`config.mk`:
```
export PLATFORM = sky130hd
export DESIGN_NAME = commit_trace_buffer
export DESIGN_NICKNAME = d
export VERILOG_FILES = /design/src/rtl/trace_pkg.sv /design/src/rtl/sync_fifo.sv /design/src/rtl/commit_trace_buffer.sv
export SDC_FILE = /design/constraint.sdc
export NUM_CORES = 1
export LEC_CHECK = 0
export CORE_MARGIN = 3
export CORE_UTILIZATION = 40
export CTS_BUF_LIST = sky130_fd_sc_hd__clkbuf_8
export CTS_CLUSTER_DIAMETER = 50
export DETAILED_ROUTE_END_ITERATION = 12
export REMOVE_ABC_BUFFERS = 1
export SYNTH_ARGS = -nofsm -noshare
export SYNTH_HDL_FRONTEND = slang
export SYNTH_HIERARCHICAL = 1
export SYNTH_SLANG_ARGS = --single-unit
```
`constraint.sdc`:
```
create_clock -name i_clk -period 20.8 [get_ports i_clk]
set_input_delay 3.12 -clock i_clk [delete_from_list [all_inputs] [get_ports i_clk]]
set_output_delay 3.12 -clock i_clk [all_outputs]
set_load 0.01 [all_outputs]
```
`src/rtl/trace_pkg.sv`:
```
// trace_pkg: commit trace entry layout and counter widths shared by the trace buffer.
// Store fields exist in the entry only when TRACE_MEM_FIELDS_EN is defined.
package trace_pkg;
    localparam int TRACE_ADDR_W  = 64;
    localparam int TRACE_DATA_W  = 64;
    localparam int TRACE_INSTR_W = 32;
    localparam int TRACE_REG_W   = 5;
    localparam int OVF_CNT_W     = 16;

    typedef struct packed {
        logic [TRACE_ADDR_W-1:0]  pc;
        logic [TRACE_INSTR_W-1:0] instr;
        logic                     reg_we;
        logic [TRACE_REG_W-1:0]   rd_addr;
        logic [TRACE_DATA_W-1:0]  rd_data;
`ifdef TRACE_MEM_FIELDS_EN
        logic                     mem_we;
        logic [TRACE_ADDR_W-1:0]  mem_addr;
        logic [TRACE_ADDR_W-1:0]  mem_data;
`endif
    } trace_entry_t;
endpackage

```
`src/rtl/sync_fifo.sv`:
```
// sync_fifo: registered-output FIFO with wrapping pointers and occupancy count.
// The caller guarantees no push when full without a pop and no pop when empty.
module sync_fifo #(
    parameter int WIDTH = 8,
    parameter int DEPTH = 8,
    localparam int AW = $clog2(DEPTH),
    localparam int CW = AW + 1
) (
    input  logic             i_clk,
    input  logic             i_arst,
    input  logic             i_push,
    input  logic             i_pop,
    input  logic [WIDTH-1:0] i_data,
    output logic             o_valid,
    output logic [WIDTH-1:0] o_data,
    output logic [CW-1:0]    o_count
);
    logic [WIDTH-1:0] mem [DEPTH];
    logic [AW-1:0]    wr_ptr;
    logic [AW-1:0]    rd_ptr;

    always_ff @(posedge i_clk) begin
        if (i_arst) begin
            wr_ptr  <= '0;
            rd_ptr  <= '0;
            o_count <= '0;
        end else begin
            if (i_push) wr_ptr <= wr_ptr + AW'(1);
            if (i_pop) rd_ptr <= rd_ptr + AW'(1);
            o_count <= o_count + CW'(i_push) - CW'(i_pop);
        end
    end

    always_ff @(posedge i_clk) begin
        if (i_push) mem[wr_ptr] <= i_data;
    end

    assign o_valid = o_count != '0;
    assign o_data  = o_valid ? mem[rd_ptr] : '0;
endmodule

```
`src/rtl/commit_trace_buffer.sv`:
```
// commit_trace_buffer: queues retired-instruction records for a trace consumer, counts
// retirements and dropped commits, and requests a stall when nearly full (TRACE_MEM_FIELDS_EN adds store fields).
module commit_trace_buffer
    import trace_pkg::*;
#(
    parameter int ADDR_WIDTH  = TRACE_ADDR_W,
    parameter int DATA_WIDTH  = TRACE_DATA_W,
    parameter int INSTR_WIDTH = TRACE_INSTR_W,
    parameter int REG_ADDR_W  = TRACE_REG_W,
    parameter int DEPTH       = 8,
    parameter int AF_MARGIN   = 2,
    localparam int CW = $clog2(DEPTH) + 1
) (
    input  logic                   i_clk,
    input  logic                   i_arst,
    input  logic                   i_log_trace,
    input  logic [ADDR_WIDTH-1:0]  i_pc_log,
    input  logic [INSTR_WIDTH-1:0] i_instruction_log,
    input  logic                   i_reg_we,
    input  logic [REG_ADDR_W-1:0]  i_rd_addr,
    input  logic [DATA_WIDTH-1:0]  i_rd_data,
    input  logic                   i_mem_we_log,
    input  logic [ADDR_WIDTH-1:0]  i_mem_addr_log,
    input  logic [ADDR_WIDTH-1:0]  i_mem_write_data_log,
    input  logic                   i_trace_ready,
    output logic                   o_trace_valid,
    output logic [ADDR_WIDTH-1:0]  o_trace_pc,
    output logic [INSTR_WIDTH-1:0] o_trace_instr,
    output logic                   o_trace_reg_we,
    output logic [REG_ADDR_W-1:0]  o_trace_rd_addr,
    output logic [DATA_WIDTH-1:0]  o_trace_rd_data,
    output logic                   o_trace_mem_we,
    output logic [ADDR_WIDTH-1:0]  o_trace_mem_addr,
    output logic [ADDR_WIDTH-1:0]  o_trace_mem_data,
    output logic [CW-1:0]          o_count,
    output logic                   o_stall_req,
    output logic [OVF_CNT_W-1:0]   o_overflow_cnt,
    output logic [63:0]            o_retired_cnt
);
    trace_entry_t wr_entry;
    trace_entry_t rd_entry;
    logic         push;
    logic         pop;
    logic         drop;

    always_comb begin
        wr_entry         = '0;
        wr_entry.pc      = i_pc_log;
        wr_entry.instr   = i_instruction_log;
        wr_entry.reg_we  = i_reg_we;
        wr_entry.rd_addr = i_rd_addr;
        wr_entry.rd_data = i_rd_data;
`ifdef TRACE_MEM_FIELDS_EN
        wr_entry.mem_we   = i_mem_we_log;
        wr_entry.mem_addr = i_mem_addr_log;
        wr_entry.mem_data = i_mem_write_data_log;
`endif
    end

    // a full buffer still accepts a commit when the head leaves in the same cycle
    assign pop  = o_trace_valid & i_trace_ready;
    assign push = i_log_trace & ((o_count < CW'(DEPTH)) | pop);
    assign drop = i_log_trace & ~push;

    sync_fifo #(
        .WIDTH ($bits(trace_entry_t)),
        .DEPTH (DEPTH)
    ) u_fifo (
        .i_clk   (i_clk),
        .i_arst  (i_arst),
        .i_push  (push),
        .i_pop   (pop),
        .i_data  (wr_entry),
        .o_valid (o_trace_valid),
        .o_data  (rd_entry),
        .o_count (o_count)
    );

    assign o_trace_pc      = rd_entry.pc;
    assign o_trace_instr   = rd_entry.instr;
    assign o_trace_reg_we  = rd_entry.reg_we;
    assign o_trace_rd_addr = rd_entry.rd_addr;
    assign o_trace_rd_data = rd_entry.rd_data;
`ifdef TRACE_MEM_FIELDS_EN
    assign o_trace_mem_we   = rd_entry.mem_we;
    assign o_trace_mem_addr = rd_entry.mem_addr;
    assign o_trace_mem_data = rd_entry.mem_data;
`else
    logic unused_mem;
    assign unused_mem       = ^{i_mem_we_log, i_mem_addr_log, i_mem_write_data_log};
    assign o_trace_mem_we   = 1'b0;
    assign o_trace_mem_addr = '0;
    assign o_trace_mem_data = '0;
`endif

    assign o_stall_req = (CW'(DEPTH) - o_count) <= CW'(AF_MARGIN);

    always_ff @(posedge i_clk) begin
        if (i_arst) begin
            o_overflow_cnt <= '0;
            o_retired_cnt  <= '0;
        end else begin
            if (drop && o_overflow_cnt != '1) o_overflow_cnt <= o_overflow_cnt + OVF_CNT_W'(1);
            if (i_log_trace) o_retired_cnt <= o_retired_cnt + 64'(1);
        end
    end
endmodule

```
Word level (Yosys, flattened, before mapping)
Memory sizes are Yosys's and may differ from the RTL's. A register that Yosys moved wholly into a read port is not among the register bits.
Cells that the tools add are included.

word-level totals
  register bits after elaboration = 90
  memory bits (writable) = 1,328
  input port bits = 299
  output and inout port bits = 381
  word-level logic and storage cells = 28
  memories = 1

memory list
  name        depth  width  rd ports  clocked after Yosys merged registers in  wr ports  line             text
  u_fifo.mem  8      166    1         1                                        1         sync_fifo.sv:18  logic [WIDTH-1:0] mem [DEPTH];

cells by class
  add/sub/neg operators = 7
  magnitude comparators = 2
  equal/unequal tests = 1
  mux-type cells = 5
  bitwise operators = 5
  reduce and logical (&&, ||, !) cells = 2

operator list
  cell                   count
  $mux 166               1
  $add 64x1->64 const B  1
  $add 16x1->16 const B  1
  $ne 16x16->1 const B   1
  $add 3x1->3 const B    2
  $mux 3                 2
  $add 4x1->4            1
  $le 4x2->1 const B     1
  $lt 4x4->1 const B     1
  $reduce_bool 4->1      1
  $sub 4x1->4            1
  $sub 4x4->4 const A    1
  $and 1x1->1            3
  $mux 1                 2
  $logic_and 1x1->1      1
  $not 1->1              1
  $or 1x1->1             1

Depth between registers and ports, before layout
Gate-level depths: netlist of the first run.

  depth after elaboration = 7
  mapped depth = 13

By module
The synthesis of the first run kept the hierarchy.

modules (own cells, without submodules)
  module               instances  cells an instance  area each (um^2)  sequential area each (um^2)
  sync_fifo            1          2,006              50,196.9          40,138.5
  commit_trace_buffer  1          594                4,844.6           1,601.5

Least setup slack after synthesis of the first run
Ideal clock, no wire load.

  path kind = input port to flip-flop
  start point = input i_log_trace
  end point = memory u_fifo/mem[0][0] in the netlist's numbering (enable)
  arrival = 14,961 ps
  required time = 19,905 ps
  slack = 4,944 ps
  stages = 4
  path buffers = 1
  path through = buf_2 nor2b_1 nand2b_1 nor3_1

between the ends
  word-level cells in the longest chain between the ends = 3

ends and longest elaborated chain
  element                       line                       text
  start, declared               commit_trace_buffer.sv:16  input logic i_log_trace,
  $and 1x1->1                   commit_trace_buffer.sv:62  assign push = i_log_trace & ((o_count < CW'(DEPTH)) | pop);
  named net push                commit_trace_buffer.sv:42  logic push;
  $mux 1                        sync_fifo.sv:35            if (i_push) mem[wr_ptr] <= i_data;
  $mux 1 (implied by the code)  sync_fifo.sv:35
  end, declared                 sync_fifo.sv:18

The timed path passes the listed nets, and every way through them passes these cells.

==> results of run 1 <==
==> cells by family after synthesis <==
group	after synthesis	synth area share, %
AO/OA/AOI/OAI	234	3.32
XOR/XNOR	52	0.827
adder cells (fa/ha/maj)	12	0.286
buffers and inverters	271	3.37
flip-flops	1421	75.8
multiplexers	336	13.7
other	1	0.00681
AND/OR/NAND/NOR	273	2.70
==> metrics by stage <==
| stage | hold WS, ns | setup slack, ns | cells | area (um^2) | utilization [%] |
|---|---|---|---|---|---|
| after floorplan | 0.456 | 3.06 | 2472 | 53700 | - |
| after global placement | 0.474 | 12.89 | 4708 | 60600 | 44.6 |
| after detailed placement | 0.476 | 12.79 | 4708 | 60600 | 44.6 |
| after CTS | 0.485 | 11.73 | 5109 | 64700 | 47.6 |
| after global routing | 0.527 | 11.49 | 5116 | 64800 | 47.6 |
| final | 0.485 | 12.14 | 5122 | 64800 | 47.6 |
==> path summary, 6_finish.rpt <==
path / from / endpoint / slack [ns]
max reg2reg: u_fifo/o_count[3] / u_fifo/mem[1][150] / 16.52
max: flop / o_trace_rd_data[44] / 12.14
min reg2reg: o_retired_cnt[63] / o_retired_cnt[63] / 0.48
min: o_retired_cnt[63] / o_retired_cnt[63] / 0.48
==> cell usage in the layout, fill, tap and decap left out, drive strengths merged, types with 6 or more instances in the layout <==
master            n
o31ai            11
clkinvlp          7
nand3            29
a21oi            35
and3              9
dfxtp            93
clkinv           82
inv              91
nand4            31
a22o            166
bufinv            7
conb            129
xor2             29
mux4            332
clkdlybuf4s50   420
or4              11
nand2            43
nor4              7
buf              35
nor2             78
nor3             16
and4              6
or3              19
xnor2            23
o21ai            20
edfxtp         1328
diode            13
clkbuf          229
ha               11
==> power groups by stage <==
stage	clock, mW	sequential [mW]	combinational (mW)
CTS	2.26	3.33	2.03
detailed placement	0	3.39	2.02
global placement	0	3.38	2.00
floorplan	0	3.57	1.47
global route	2.39	3.34	2.11
finish	2.17	3.33	1.97
==> worst max-delay path, delay by kind of cell (launching register included) <==
kind                   cells  cell delay [ns]
AO/OA/AOI/OAI              1             0.29
buffers and inverters      4             2.89
flip-flops                 1             0.74
multiplexers               1             0.60
==> area by class of cell <==
cell class	instances	area [um^2]	share of cell area (%)
Clock inverter	172	983	1.52
Sequential cell	1421	41700	64.4
Tap cell	1781	2230	3.44
Timing Repair Buffer	455	4590	7.08
Multi-Input combinational cell	1036	12000	18.5
Inverter	15	56.3	0.0869
Antenna cell	13	32.5	0.0502
Clock buffer	229	3150	4.87
==> state kept, by name, summed over array words and instances (netlist names), named ones only <==
name	flops
u_fifo/o_count	4
o_retired_cnt	64
u_fifo/rd_ptr	3
u_fifo/wr_ptr	3
o_overflow_cnt	16
u_fifo/mem	1328
==> metal layers <==
layer  up-vias  GRT usage, %  routed length [um]
met5         -             0                  65
met4        10          6.25                3060
met3       228          4.92                8190
met2       828          30.7               65700
met1     14100          21.2               48900
li1      11700             -                   -
==> results.txt, run 1 <==
Boundary Pins: 680
Worst-path clk slew: 0.06 ns
DP Wirelength: 65.8 mm
Logic pwr share: 26.4%
CTS tree: yes
Post-synth EDFFs: 1328
Max-slew headroom: 21.2%
Synth warnings: 6
Synth Instances: 2600
Pwr Density: 115 nW/um^2
first-pass GRT wire length: 185 mm
setup_tns: 0 ns
initial antenna violation count: 19
Worst Setup End Kind: output pin
DIE WIDTH: 377 um
grt total ovfl: 0
worst setup path class: reg -> out
Final Skew: 0.0371 ns
Seq/Total Area, Yosys: 75.8%
max cap viols: 0
CTS Root Cell: clkbuf_8
CP Cell Sequence: buf_4 > buf_4 > buf_4 > mux4_2 > a22o_1 > clkdlybuf4s50_1
Sw Ratio: 27.7%
Yosys reg bits: 1421
Mean Syn Cell Area: 21.2 um^2
worst-path fanout max: 48
DR iter-0 viols: 1824
leading area contributor after synthesis: edfxtp_1
Area growth syn-to-layout: 17.7%
cell-internal power: 5.40 mW
routed length per instance: 24.6 um
layout net count: 3465
hold_buf cts: 0
buffer count from post-CTS setup fixing: 0
Reg power frac: 44.5%
vias in the first global route: 29000
Max clock buf depth: 3
Initial Util: 40.5%
status: complete, no violations
Total Routing Usage GR: 17.7%
commonest cells in the netlist: 1328 x edfxtp_1, 332 x mux4_2, 166 x a22o_1
post-route ant nets: 0
Synth top area share: 72.5%
DIE HEIGHT: 377 um
largest net degree at the start of global routing: 146
Gates resized, CTS repair: 0
Hold Crit Depth: 2
routed vias/inst: 5.25
H-tree depth: 4
Fillers: 11100
Hold Crit Class: reg -> reg
clk_lat worst skew: 0.90 ns
first-pass iteration count of the detailed router: 5
CP max stage delay: 0.84 ns
Max Clock Freq: 0.115 GHz
CP most frequent cell: buf_4
Sink Count: 1421
WP data required: 17.68 ns
routed via count: 26900
Final min period: 8.66 ns
number of buffers created by CTS: 225
Worst R2R Path Depth: 9
Max IR drop VDD: 0.107 mV
asr flop ratio synth: 0%
Startpoint Class: flop
Remaining DRCs: 0
core area: 136000 um^2
# rows: 135
post-synth cell types: 47
Clock power frac: 29.1%
die area: 142000 um^2
CP max-delay cell: buf_4
Worst-Margin Slew: 1.18 ns
count leader, synth: edfxtp_1
WL final: 126 mm
Slew Viols, Final: 0
leakage power: 20.7 nW
ratio of cells with drive above 1 in the final layout: 20.3%
NetSw: 2.07 mW
final setup vio count: 0
Crit path arrival time: 5.54 ns
top post-synthesis cells by area: edfxtp_1 72%, mux4_2 14%, dfxtp_1 3.4%
final period utilization: 41.7%
Power Total: 7.47 mW
synthesized area: 55000 um^2
RSZ-0062 raised after global routing: false
GPL Wtd Cong: 0.777
Primary FF master, synth: edfxtp_1
I/O Buffers: 421
Fin. Hold Viols: 0
(Power assumes the default switching activity.)
==> run 2: changes to the inputs <==
Clock period 20.8 ns to 7.31 ns, I/O delays scaled along.
==> run 2 against run 1 <==
Net effect: combinational power rose to 2.9 times the previous value; clock power rose to 3.0 times the previous value; die area unchanged; worst setup slack worse by 10 ns; register-to-register slack worse by 13 ns; final area up 0.46%; non-clock buffer count up 4; power rose to 2.9 times the previous value.
==> results.txt, run 2 (synthesis gave the netlist of run 1 again) <==
status: complete, no violations
Initial Util: 40.5%
max cap viols: 0
Final Skew: 0.0491 ns
final period utilization: 71.4%
RSZ-0062 raised after global routing: false
Area growth syn-to-layout: 18.2%
Boundary Pins: 680
routed length per instance: 24.6 um
Remaining DRCs: 0
layout net count: 3477
Gates resized, CTS repair: 0
Largest register FFs: 1328
hold_buf cts: 0
largest net degree at the start of global routing: 125
Startpoint Class: flop
routed via count: 27200
Top reg by flops: u_fifo/mem
Max-slew headroom: 26.6%
worst flop-to-flop path endpoint: u_fifo/mem[6][43]
clk_lat worst skew: 0.92 ns
core area: 136000 um^2
hold-critical path endpoint: o_retired_cnt[63]
leakage power: 20.7 nW
most common cell after layout, fill and taps aside: edfxtp_1
top flop regs: u_fifo/mem: 1328 flops, o_retired_cnt: 64 flops, o_overflow_cnt: 16 flops
Max IR drop VDD: 0.385 mV
H-tree depth: 4
DP Wirelength: 66.2 mm
grt total ovfl: 0
first-pass iteration count of the detailed router: 5
placed insts: 4712
ratio of cells with drive above 1 in the final layout: 20.6%
Pwr Density: 330 nW/um^2
WP data required: 6.21 ns
routed vias/inst: 5.28
CTS Root Cell: clkbuf_8
final cell count without fillers: 5148
reg2reg setup slack: 3.57 ns
GPL Wtd Cong: 0.772
DIE HEIGHT: 377 um
Slew Viols, Final: 0
# rows: 135
post-route ant nets: 0
Worst-Margin Slew: 1.10 ns
Fillers: 11100
buffer count from post-CTS setup fixing: 0
Sink Count: 1421
pre-CTS setup slack: 2.65 ns
Reg2Reg Launch Point: u_fifo/o_count[2]
Total Routing Usage GR: 17.6%
initial antenna violation count: 25
Design Area, Final: 65100 um^2
DIE WIDTH: 377 um
worst-path fanout max: 42
Final min period: 5.22 ns
Hold Crit Class: reg -> reg
first-pass GRT wire length: 185 mm
worst setup path class: reg -> out
most frequent cells in the layout: 1328 x edfxtp_1, 420 x clkdlybuf4s50_1, 332 x mux4_2
critical hold path startpoint: o_retired_cnt[63]
Worst Setup End Kind: output pin
vias in the first global route: 29000
Hold Crit Depth: 2
Max clock buf depth: 3
placed cell area: 60700 um^2
DR iter-0 viols: 1840
Worst R2R Path Depth: 9
CTS tree: yes
Max Clock Freq: 0.192 GHz
Fin. Hold Viols: 0
Crit path arrival time: 4.12 ns
Worst-path clk slew: 0.07 ns
setup ws final: 2.09 ns
WL final: 126 mm
final setup vio count: 0
I/O Buffers: 421
die area: 142000 um^2
number of buffers created by CTS: 233
==> run 2: cell type report <==
type | count | area [um^2] | share of cell area [%]
sequential | 1421 | 41700 | 64.2
multi-input combinational | 1036 | 12000 | 18.4
timing repair buffer | 459 | 4680 | 7.19
clock buffer | 233 | 3210 | 4.93
tap | 1781 | 2230 | 3.42
clock inverter | 186 | 1120 | 1.72
inverter | 15 | 56.3 | 0.0865
antenna | 17 | 42.5 | 0.0654
==> run 2: how the worst max path moves through the flow <==
stage / startpoint / endpoint / slack [ns]
floorplan: flop / o_trace_instr[0] / -8.41
global route: u_fifo/o_count[2] / o_trace_pc[58] / 1.82
global placement: i_log_trace / u_fifo/mem[6][102] / 2.68
detailed placement: i_log_trace / u_fifo/mem[6][158] / 2.65
finish: u_fifo/o_count[2] / o_trace_pc[25] / 2.09
CTS: u_fifo/o_count[2] / o_trace_pc[25] / 1.91
==> run 2: stage by stage <==
stage | TNS, ns | total power [mW] | hold WS [ns] | util [%]
floorplan | -5496.55 | 13.5 | 0.456 | -
global placement | 0 | 15.3 | 0.482 | 44.6
finish | 0 | 21.5 | 0.487 | 47.9
CTS | 0 | 21.9 | 0.490 | 47.8
detailed placement | 0 | 15.4 | 0.483 | 44.6
global route | 0 | 22.6 | 0.516 | 47.8
==> run 2: per-layer routing <==
metal | GRT usage, % | part of all wire [%] | routed length (um)
met5 | 0 | 0.071 | 90
met4 | 5.91 | 2.4 | 2970
met3 | 5.23 | 7.1 | 8950
met2 | 30.2 | 51 | 64600
met1 | 21.4 | 39 | 49800
==> run 2: power by group <==
part           internal (mW)  switching [mW]
Sequential              9.30           0.142
Clock                   3.26            3.15
Combinational           2.92            2.73
Total                   15.5            6.02
==> run 2: worst max-delay path: stages, from the launching register on <==
cell and delay (ns):
dfxtp_1 0.38, inv_1 0.08, ha_1 0.19, or3b_4 0.25, and2_4 0.63, buf_4 0.71, a22o_1 0.37, clkdlybuf4s50_1 0.58
